--- src/rtl/therm_pkg.sv ---
// Shared types, widths and the binary-to-count code map for the thermometer encoder.
package therm_pkg;

    localparam int THERM_W = 16;
    localparam int CNT_W   = 4;

    typedef enum logic [1:0] {
        IDLE = 2'd0,
        RAMP = 2'd1,
        DONE = 2'd2
    } therm_state_e;

    // Codes 0..14 light code+1 elements; code 15 means "all elements off".
    function automatic logic [CNT_W-1:0] bin_to_count(input logic [CNT_W-1:0] bin);
        return (bin == {CNT_W{1'b1}}) ? '0 : bin + CNT_W'(1);
    endfunction

endpackage

--- src/rtl/therm_code_gen_if.sv ---
// Code-request / thermometer-drive bundle between a code source and therm_code_gen.
//
// Handshake: a code transfers on a rising edge where bin_valid and bin_ready are
// both high. The source must hold bin_in stable and bin_valid high until that edge;
// the sink never takes a code while bin_ready is low.
interface therm_code_gen_if;
    import therm_pkg::*;

    logic [CNT_W-1:0]   bin_in;
    logic               bin_valid;
    logic               bin_ready;
    logic [THERM_W-1:0] therm_out;
    logic               done;
    logic               busy;

    modport master (
        output bin_in, bin_valid,
        input  bin_ready, therm_out, done, busy
    );

    modport slave (
        input  bin_in, bin_valid,
        output bin_ready, therm_out, done, busy
    );
endinterface

--- src/rtl/therm_shaper.sv ---
// Maps an asserted-element count and a rotation pointer to a 16-bit element pattern.
// Element i is on when its distance past ptr (mod 16) is below count, so with ptr=0
// this is the plain thermometer (1<<count)-1.
module therm_shaper
    import therm_pkg::*;
(
    input  logic [CNT_W-1:0]   count,
    input  logic [CNT_W-1:0]   ptr,
    output logic [THERM_W-1:0] pattern
);

    // Per-element window test; the 4-bit subtraction wraps to give the modulo.
    always_comb begin
        pattern = '0;
        for (int i = 0; i < THERM_W; i++) begin
            pattern[i] = (CNT_W'(i) - ptr) < count;
        end
    end

endmodule

--- src/rtl/therm_code_gen.sv ---
// Binary-to-thermometer encoder with slew limiting for the unit-element DAC.
// Build option THERM_DWA_EN: rotate the lit elements (data-weighted averaging)
// by advancing a pointer past the elements used by each settled code.
module therm_code_gen
    import therm_pkg::*;
#(
    parameter int STEP_MAX = 4
) (
    input  logic             clk,
    input  logic             rst,
    therm_code_gen_if.slave  bus,
    output therm_state_e     dbg_state
);

    localparam logic [CNT_W-1:0] STEP_L = CNT_W'(STEP_MAX);

    therm_state_e       state_q, state_d;
    logic [CNT_W-1:0]   count_q, count_d;
    logic [CNT_W-1:0]   target_q, target_d;
    logic [CNT_W-1:0]   ptr_q, ptr_d;
    logic [THERM_W-1:0] therm_q, therm_d;
    logic               live_q;
    logic [CNT_W-1:0]   delta;
    logic [CNT_W-1:0]   step;
    logic [THERM_W-1:0] shaped;

    // The pattern uses the pointer as it stood during the ramp; the pointer only
    // moves on DONE entry, so the settled output keeps the elements it ramped with.
    therm_shaper u_shaper (
        .count   (count_d),
        .ptr     (ptr_q),
        .pattern (shaped)
    );

    // Distance to target and the slew-limited step for this edge.
    always_comb begin
        delta = (target_q >= count_q) ? (target_q - count_q) : (count_q - target_q);
        step  = (delta > STEP_L) ? STEP_L : delta;
    end

    // Next-state logic: accept in IDLE, ramp count toward target, one DONE cycle.
    always_comb begin
        state_d  = state_q;
        count_d  = count_q;
        target_d = target_q;
        ptr_d    = ptr_q;
        therm_d  = therm_q;
        case (state_q)
            IDLE: begin
                if (bus.bin_valid && live_q) begin
                    target_d = bin_to_count(bus.bin_in);
                    state_d  = RAMP;
                end
            end
            RAMP: begin
                count_d = (target_q >= count_q) ? (count_q + step) : (count_q - step);
                therm_d = shaped;
                if (count_d == target_q) begin
                    state_d = DONE;
`ifdef THERM_DWA_EN
                    ptr_d   = ptr_q + target_q;
`endif
                end
            end
            DONE: begin
                state_d = IDLE;
            end
            default: begin
                state_d = IDLE;
            end
        endcase
    end

    // State registers; live_q keeps bin_ready low until the first edge after reset.
    always_ff @(posedge clk or posedge rst) begin
        if (rst) begin
            state_q  <= IDLE;
            count_q  <= '0;
            target_q <= '0;
            ptr_q    <= '0;
            therm_q  <= '0;
            live_q   <= 1'b0;
        end else begin
            state_q  <= state_d;
            count_q  <= count_d;
            target_q <= target_d;
            ptr_q    <= ptr_d;
            therm_q  <= therm_d;
            live_q   <= 1'b1;
        end
    end

    assign bus.bin_ready = live_q && (state_q == IDLE);
    assign bus.done      = (state_q == DONE);
    assign bus.busy      = (state_q != IDLE);
    assign bus.therm_out = therm_q;
    assign dbg_state     = state_q;

endmodule
--- src/flat_wrapper.sv ---
// flat-port wrapper written by rule: the top's interface ports become plain ports
module therm_code_gen_flat import therm_pkg::*;
#(
    parameter int STEP_MAX = 4
)
  (clk, rst, dbg_state, bus_bin_in, bus_bin_valid, bus_bin_ready, bus_therm_out, bus_done, bus_busy);
  therm_code_gen_if bus_i ();
  input  logic clk;
  input  logic rst;
  output therm_state_e dbg_state;
  input wire logic [$bits(bus_i.bin_in)-1:0] bus_bin_in;
  input wire logic [$bits(bus_i.bin_valid)-1:0] bus_bin_valid;
  output wire logic [$bits(bus_i.bin_ready)-1:0] bus_bin_ready;
  output wire logic [$bits(bus_i.therm_out)-1:0] bus_therm_out;
  output wire logic [$bits(bus_i.done)-1:0] bus_done;
  output wire logic [$bits(bus_i.busy)-1:0] bus_busy;
  assign bus_i.bin_in = bus_bin_in;
  assign bus_i.bin_valid = bus_bin_valid;
  assign bus_bin_ready = bus_i.bin_ready;
  assign bus_therm_out = bus_i.therm_out;
  assign bus_done = bus_i.done;
  assign bus_busy = bus_i.busy;
  therm_code_gen #(.STEP_MAX(STEP_MAX)) u_core (.clk(clk), .rst(rst), .bus(bus_i), .dbg_state(dbg_state));
endmodule
--- config.mk ---
export PLATFORM = sky130hd
export DESIGN_NAME = therm_code_gen_flat
export DESIGN_NICKNAME = d
export VERILOG_FILES = /design/src/rtl/therm_pkg.sv /design/src/rtl/therm_code_gen_if.sv /design/src/rtl/therm_shaper.sv /design/src/rtl/therm_code_gen.sv /design/src/flat_wrapper.sv
export SDC_FILE = /design/constraint.sdc
export NUM_CORES = 1
export LEC_CHECK = 0
export BUFFER_PORTS_ARGS = -buffer_cell sky130_fd_sc_hd__buf_4
export CAP_MARGIN = 15
export CORE_ASPECT_RATIO = 0.8
export CORE_MARGIN = 4
export CORE_UTILIZATION = 50
export DETAILED_ROUTE_END_ITERATION = 10
export PLACE_DENSITY = 0.77
export SYNTH_ARGS = -nofsm -noshare
export SYNTH_HDL_FRONTEND = slang
export SYNTH_SLANG_ARGS = --single-unit
--- constraint.sdc ---
create_clock -name clk -period 7.26 [get_ports clk]
set_input_delay 0.363 -clock clk [delete_from_list [all_inputs] [get_ports clk]]
set_output_delay 0.363 -clock clk [all_outputs]
set_load 0.01 [all_outputs]
Word level (Yosys, flattened, before mapping). Cells that the tools add are included.

Output and inout port bits: 21. Bits in registers: 27. Bits of input ports: 7.

Order comparisons: 18. Equal/unequal tests: 6. Add/sub/neg operators: 5. Muxes and demuxes: 8. Reduce and logical (&&, ||, !) cells: 6.

Operators by type and width (number): 4-bit less-than comparator, first input constant (8); 4-bit 2-to-1 mux (5); 3-bit by 4-bit less-than comparator with 1-bit output, first input constant (4); 4-bit subtractor (3); 1-bit by 4-bit less-than comparator with 1-bit output, first input constant (2); 2-bit by 4-bit less-than comparator with 1-bit output, first input constant (2); 4-bit by 1-bit adder with 4-bit output, second input constant (1); 4-bit adder (1); 4-bit equality test (1); 4-bit equality test, second input constant (1); 4-bit >= comparator (1); 4-bit by 3-bit > comparator with 1-bit output, second input constant (1); 2-bit 2-to-1 mux (2); 2-bit by 1-bit inequality test with 1-bit output, second input constant (2); 2-bit case mux with 2 select lines (1); 2-bit AND reduction (2); 2-bit by 1-bit equality test with 1-bit output, second input constant (1); 2-bit equality test, second input constant (1); 1-bit logical AND (2); 2-bit logical NOT (1); 2-bit nonzero test (1).

Logic depth before layout (Yosys ltp). Gate-level depths: netlist of run 1.

Word-level depth: 9. Mapped depth: 21. Gate-level depth less buffers: 20.

Hierarchy. Synthesis of run 1 repeated with hierarchy kept, for this count alone.

Cell total of the unflattened synthesis: 314. Area total of the unflattened synthesis: 2640.0 µm².

Modules (own cells, without submodules): therm_code_gen (instances 1, area an instance 1625.3 µm², cells each 183); therm_shaper (instances 1, area an instance 1014.7 µm², cells each 131).

Worst setup path after synthesis of run 1. OpenSTA, ideal clock, no wires.

Path type: register to register. Start point: reg u_core.target_q[0]. End point: reg u_core.therm_q[10], in the netlist u_core.bus.therm_out[10]. Buffers on the path: 1. Required time: 7.168 ns. Cell stages (with the launch flop): 21. Arrival: 4.262 ns. Path slack: 2.906 ns. Path through: dfrtp_1 > inv_1 > ha_1 > inv_1 > fa_1 > a21o_2 > a31oi_4 > mux2i_1 > nand2_1 > a21oi_1 > nand2b_1 > ha_1 > a22o_1 > ha_1 > nand3_1 > and3_1 > or3_1 > nor4_4 > nor3_4 > buf_6 > o31ai_2.

Word-level cells in the longest chain between the ends: 8.

Ends and longest elaborated chain: start: declaration (line therm_code_gen.sv:19) `logic [CNT_W-1:0] target_q, target_d;`; start signal: assignment (line therm_code_gen.sv:86) `target_q <= target_d;`; 4-bit subtractor or 4-bit >= comparator (tied branches) (line therm_code_gen.sv:37, therm_code_gen.sv:56); 4-bit 2-to-1 mux (line therm_code_gen.sv:37) `delta = (target_q >= count_q) ? (target_q - count_q) : (count_q - target_q);`; 4-bit by 3-bit > comparator with 1-bit output (line therm_code_gen.sv:38) `step = (delta > STEP_L) ? STEP_L : delta;`; 4-bit 2-to-1 mux (line therm_code_gen.sv:38); 4-bit subtractor or 4-bit adder (tied branches) (line therm_code_gen.sv:56) `count_d = (target_q >= count_q) ? (count_q + step) : (count_q - step);`; 4-bit 2-to-1 mux * (line therm_code_gen.sv:56); 4-bit 2-to-1 mux * (line therm_code_gen.sv:48) `case (state_q)`; 4-bit less-than comparator * (line therm_shaper.sv:16) `pattern[i] = (CNT_W'(i) - ptr) < count;`; end signal: assignment (line therm_code_gen.sv:88) `therm_q <= therm_d;`; end: declaration (line therm_code_gen.sv:21) `logic [THERM_W-1:0] therm_q, therm_d;`.

Mark *: on every way between the ends. The rest lies on a longest branch, timed or not. A chain may end at the register's enable or synchronous reset.

Worst setup path in the final report of run 1.
Start point: reg u_core.target_q[0]. End point: reg u_core.therm_q[1], in the netlist u_core.bus.therm_out[1].

Word-level cells in the longest chain between the ends: 8.

Ends and longest elaborated chain (line): 4-bit subtractor or 4-bit >= comparator (tied branches) (therm_code_gen.sv:37, therm_code_gen.sv:56); 4-bit 2-to-1 mux (therm_code_gen.sv:37); 4-bit by 3-bit > comparator with 1-bit output (therm_code_gen.sv:38); 4-bit 2-to-1 mux (therm_code_gen.sv:38); 4-bit subtractor or 4-bit adder (tied branches) (therm_code_gen.sv:56); 4-bit 2-to-1 mux * (therm_code_gen.sv:56); 4-bit 2-to-1 mux * (therm_code_gen.sv:48); 1-bit by 4-bit less-than comparator with 1-bit output * (therm_shaper.sv:16).

Marks and branches as above.

==> results of run 1 <==
-- state kept, by name, indices dropped and copies added, names as in the netlist --
| signal | count |
|---|---|
| u_core.bus.therm_out | 15 |
| u_core.count_q | 4 |
| u_core.target_q | 4 |
| u_core.dbg_state | 2 |
| u_core.live_q | 1 |
-- worst max-delay path, cell delays in order, from the launching register on --
cell and delay (ns):
dfrtp_1 0.42, inv_1 0.10, ha_1 0.16, inv_1 0.05, fa_1 0.42, a21o_2 0.24, a31oi_4 0.29, mux2i_1 0.29
nand2_1 0.08, a21oi_1 0.36, nand2b_1 0.11, ha_1 0.20, nor2_1 0.14, xnor2_1 0.15, ha_1 0.29, a21oi_1 0.20
a21oi_1 0.15, o21ai_0 0.30, a21oi_1 0.16, nor3_4 0.60, a41oi_1 0.20
-- area by class of cell --
class / count / area, um2 / area share [%]
repair buffers: 27 / 203 / 9.56
flip-flops and latches: 26 / 651 / 30.7
multi-input cells: 152 / 1080 / 51.1
clock inverters: 1 / 30.0 / 1.42
well taps: 42 / 52.6 / 2.48
clock buffers: 3 / 41.3 / 1.95
inverters: 16 / 60.1 / 2.83
-- per-layer routing --
metal	up-vias	GRT usage [%]
met4	0	3.11
met1	735	24.1
met5	-	0
met3	4	4.32
li1	757	-
met2	46	26.9
-- synth_stat cells (2+ instances only) --
cell | n | area [um2]
nor2b_1 | 5 | 31.3
nor3_1 | 2 | 10.0
conb_1 | 2 | 7.51
a31oi_1 | 8 | 50.1
xnor2_1 | 4 | 35.0
o21a_1 | 2 | 15.0
dfrtp_1 | 26 | 651
nor2_1 | 20 | 75.1
inv_1 | 16 | 60.1
a21oi_1 | 11 | 55.1
nand2_1 | 21 | 78.8
buf_6 | 2 | 22.5
o31ai_1 | 4 | 30.0
and3b_1 | 2 | 17.5
xor2_1 | 3 | 26.3
ha_1 | 12 | 150
and2_1 | 2 | 12.5
a21o_1 | 3 | 22.5
clkbuf_1 | 5 | 18.8
nand2b_1 | 3 | 18.8
nand3_1 | 3 | 15.0
o21ai_0 | 10 | 50.1
fa_1 | 3 | 60.1
mux2i_1 | 3 | 30.0
or3_1 | 2 | 12.5
o21ai_1 | 2 | 10.0
-- stage by stage --
stage | instance area [um2] | hold WS, ns
floorplan | 1850 | 0.403
global placement | 2050 | 0.463
detailed placement | 2050 | 0.469
CTS | 2120 | 0.333
global route | 2120 | 0.389
finish | 2120 | 0.300
-- worst max path at each step --
stage | start | to | slack (ns) | cells past startpoint
CTS | u_core.target_q[0]$_DFFE_PP0P_ | u_core.bus.therm_out[12]$_DFFE_PP0N_ | 2.29 | 20
global placement | u_core.target_q[0]$_DFFE_PP0P_ | u_core.bus.therm_out[1]$_DFFE_PP0N_ | 2.47 | 20
finish | u_core.target_q[0]$_DFFE_PP0P_ | u_core.bus.therm_out[1]$_DFFE_PP0N_ | 2.20 | 20
global route | u_core.target_q[0]$_DFFE_PP0P_ | u_core.bus.therm_out[12]$_DFFE_PP0N_ | 1.69 | 20
floorplan | u_core.target_q[0]$_DFFE_PP0P_ | u_core.bus.therm_out[10]$_DFFE_PP0N_ | 2.91 | 20
detailed placement | u_core.target_q[0]$_DFFE_PP0P_ | u_core.bus.therm_out[12]$_DFFE_PP0N_ | 2.32 | 19
-- cells by family (layout without fill, tap and decap cells) --
group,count (synthesis),after routing,share of synthesized area (%)
AOI/OAI and AO/OA,55,55,21.4
other,2,2,0.406
adders and majority gates,15,15,11.4
and+or+nand+nor,69,69,19.8
muxes,4,4,2.23
xor gates and xnor gates,7,7,3.31
DFF,26,26,35.1
buffers and inverters,26,47,6.35
==> flow_summary.toml, run 1 <==
[clock_tree]
cts.reportedPaths.clkPinSlew_ns = 0.09
postCtsSetupBuffers = 0
clk_latency_ns = 0.27
ctsHoldBuffers = 0
cts_sinks = 26
cts_root_buf = "clkbuf_8"
cts_tree = "done"
post_cts_resized = 0
tritoncts.num_buffers = 3
clockBufferDepth = 2
htree_levels = 1

[critical_path]
path_class = "register to register"
rr_startpoint = "u_core.target_q[0]$_DFFE_PP0P_"
critPathCaptureType = "register"
cp-start-kind = "register"
regToRegEndpoint = "u_core.bus.therm_out[1]$_DFFE_PP0N_"
crit_fanout = 16
critPathRequiredTime_ns = 7.39
r2r.worst_path.cells = 20
arrival_ns = 5.18
r2r_slack_ns = 2.20

[floorplanning]
core_region_area_um2 = 3490
start_util_pct = 53.0
rows = 19
die_h_um = 62.4
io_pins = 28
dieArea_um2 = 4750
dieWidth_um = 76.0

[placed_design]
numPortBuffers = 26
dp_cells = 263
place_ws_ns = 2.32
dp_hpwl_um = 3080
gp_congestion = 0.866

[global_routing]
gr-total-overflow = 0
grt_pass1_wl_um = 6820
grt_util_all_layers_pct = 17.1
grt_pass1_vias = 1467
antenna_found_initial = 0
grt_max_degree = 27

[timing]
rsz0062_at_grt = "no"
clock.fmax_mhz = 198
setup_slack_ns = 2.20
post-route-min-period_ns = 5.06
hold_viol = 0
tightest_slew_ns = 0.943
period_share_pct = 69.6
setup_tns_ns = 0
setup_violations = 0
skew_ns = 0.00756
slew_headroom_pct = 37.0
drv_slew = 0

[routing]
wirelength_um = 3960
wl_met3_um = 244
via_count = 1542
maxUsedRoutingLayer = "met4"
viasPerCell = 5.78
wire_per_inst_um = 14.8
drt_drc_violations_left = 0
ant_nets = 0
dr.pass1.iters = 4
wl_met2_um = 1830
wl_met1_um = 1850
first_iter_violations = 99

[outcome]
status = "finished, final reports clean"

[job]
drv_cap = 0

[synth]
synth_warnings = 0
syn_inst = 204
syn_nets = 226
syn-cell-area_um2 = 1850
ys_seq_elements = 26
ys_types = 54
synth_edf_count = 0
postSynthAreaPerCell_um2 = 9.08
async_reset_ff_share_pct = 100
synth-seq-area-share_pct = 35.1
synth_ff_type = "dfrtp_1"

[final_layout]
final_cell_mix = "buf_4, dfrtp_1, nand2_1"
drive_gt1_share_pct = 17.8
syn_to_final_growth_pct = 14.5
antenna_cells = 0
fillerInstances = 312
instances_no_fill = 267
fin_nets = 248
mostFrequentLayoutCell = "buf_4"
final_util_pct = 60.7

[worst_hold_path]
hold_path.class = "input pin to async pin"
Power of run 1 is left out: the tool's default activity adds up to more than one toggle a clock period on the data nets, which glitch-free logic cannot reach.
==> run 2: changes to the inputs <==
--- a/config.mk
+++ b/config.mk
@@ -11,7 +11,7 @@
 export CORE_MARGIN = 4
 export CORE_UTILIZATION = 50
 export DETAILED_ROUTE_END_ITERATION = 10
-export PLACE_DENSITY = 0.77
+export PLACE_DENSITY = 0.8
 export SYNTH_ARGS = -nofsm -noshare
 export SYNTH_HDL_FRONTEND = slang
 export SYNTH_SLANG_ARGS = --single-unit
==> constraint.sdc (replaced) <==
create_clock -name clk -period 4.6 [get_ports clk]
set_input_delay 0.23 -clock clk [delete_from_list [all_inputs] [get_ports clk]]
set_output_delay 0.23 -clock clk [all_outputs]
set_load 0.01 [all_outputs]
==> flow_summary.toml, run 2 (synthesis gave the netlist of run 1 again) <==
[clock_tree]
clk_latency_ns = 0.26
cts_root_buf = "clkbuf_8"
cts_tree = "done"
htree_levels = 1
tritoncts.num_buffers = 3
cts.reportedPaths.clkPinSlew_ns = 0.08
clockBufferDepth = 2
cts_sinks = 26

[timing]
hold_viol = 0
post-route-min-period_ns = 4.51
period_share_pct = 98.1
clock.fmax_mhz = 222
slew_headroom_pct = 36.4
tightest_slew_ns = 0.954
drv_slew = 0
setup_violations = 0
setup_tns_ns = 0
skew_ns = 0.00232

[routing]
wl_met2_um = 2060
wirelength_um = 4340
wl_met1_um = 2000
viasPerCell = 5.69
drt_drc_violations_left = 0
via_count = 1577
maxUsedRoutingLayer = "met4"
wl_met3_um = 233
wire_per_inst_um = 15.7
dr.pass1.iters = 4
first_iter_violations = 85
ant_nets = 0

[critical_path]
cp-start-kind = "register"
arrival_ns = 4.67
crit_fanout = 16
critPathRequiredTime_ns = 4.76
path_class = "register to register"
critPathCaptureType = "register"

[global_routing]
grt_pass1_vias = 1491
grt_pass1_wl_um = 6900
grt_max_degree = 27
grt_util_all_layers_pct = 17.7
gr-total-overflow = 0
antenna_found_initial = 0

[floorplanning]
dieArea_um2 = 4750
io_pins = 28
rows = 19
dieWidth_um = 76.0
core_region_area_um2 = 3490
die_h_um = 62.4
start_util_pct = 53.0

[placed_design]
dp_cells = 269
numPortBuffers = 26
dp_hpwl_um = 3160
gp_congestion = 0.835

[final_layout]
final-seq-area_um2 = 652
fin_nets = 259
largest_register_ffs = 15
multi_input_area_um2 = 1170
syn_to_final_growth_pct = 22.8
instances_no_fill = 277
mostFrequentLayoutCell = "buf_4"
drive_gt1_share_pct = 28.5
antenna_cells = 0
final_cell_mix = "buf_4, dfrtp_1, nand2_1"
fillerInstances = 286

[outcome]
status = "finished, final reports clean"

[worst_hold_path]
hold_path.class = "input pin to async pin"

[job]
drv_cap = 0
## run 2: changes by cell type in the layout (fill, tap and decap cells not counted), moves of 2 or more
cell,previous run,this run
a21oi_1,11,7
mux2i_2,0,2
buf_4,27,37
ha_1,12,10
mux2i_1,3,1
a21oi_2,0,4
## run 2: metal layers
metal,up-vias,global-route usage (%)
li1,773,-
met1,755,24.2
met2,45,29.1
met3,4,3.17
met4,0,4.00
met5,-,0
## run 2: final cells by class
cell class | instances | share of cell area (%)
Multi-Input combinational cell | 152 | 51.5
Sequential cell | 26 | 28.7
Clock buffer | 3 | 1.82
Inverter | 16 | 2.64
Timing Repair Buffer | 38 | 13.1
Tap cell | 42 | 2.31
## run 2: what timing repair did
| action | 4_1_cts | 5_1_grt |
|---|---|---|
| pin swaps | 2 | 8 |
| endpoints found under the setup margin | 8 | 17 |
| setup buffers | 2 | 3 |
| resized for setup | 6 | 15 |
| hold buffers | 0 | 0 |
## run 2: final timing paths
kind | from | slack [ns] | to | cells past startpoint
setup / recovery | u_core.target_q[0]$_DFFE_PP0P_ | 0.09 | u_core.bus.therm_out[13]$_DFFE_PP0N_ | 21
setup reg to reg | u_core.target_q[0]$_DFFE_PP0P_ | 0.09 | u_core.bus.therm_out[13]$_DFFE_PP0N_ | 21
hold / removal | rst | 0.18 | u_core.bus.therm_out[8]$_DFFE_PP0N_ | 2
hold reg to reg | u_core.bus.therm_out[12]$_DFFE_PP0N_ | 0.50 | u_core.bus.therm_out[12]$_DFFE_PP0N_ | 2
min in group clk | bus_bin_in[0] | 0.26 | u_core.target_q[0]$_DFFE_PP0P_ | 4
max in group asynchronous | rst | 3.77 | u_core.target_q[1]$_DFFE_PP0P_ | 2
## run 2: metrics by stage
stage                     hold slack (ns)  area (um2)  setup WS [ns]  util, %
final                               0.181        2270         0.0881     65.1
after floorplan                     0.270        1850          0.246        -
after global placement              0.466        2110          0.201     60.3
after detailed placement            0.475        2110        -0.0292     60.3
after global routing                0.270        2270        -0.0943     65.1
after CTS                           0.216        2190       0.000653     62.6
## run 2: worst max-delay path, stage by stage, from the launching register on
cell and delay, ns:
dfrtp_1 0.39, inv_2 0.09, ha_4 0.13, inv_1 0.05, fa_2 0.39, a21o_4 0.21
a31oi_4 0.18, mux2i_2 0.28, nand2_1 0.11, a21oi_2 0.22, nand2b_1 0.10, ha_1 0.20
nor2_1 0.15, xnor2_1 0.09, ha_1 0.37, a21oi_2 0.18, a21oi_2 0.09, or3_4 0.40
nor4_4 0.26, nor3_4 0.08, buf_12 0.16, o41ai_4 0.27
Power of run 2 is left out for the same reason.
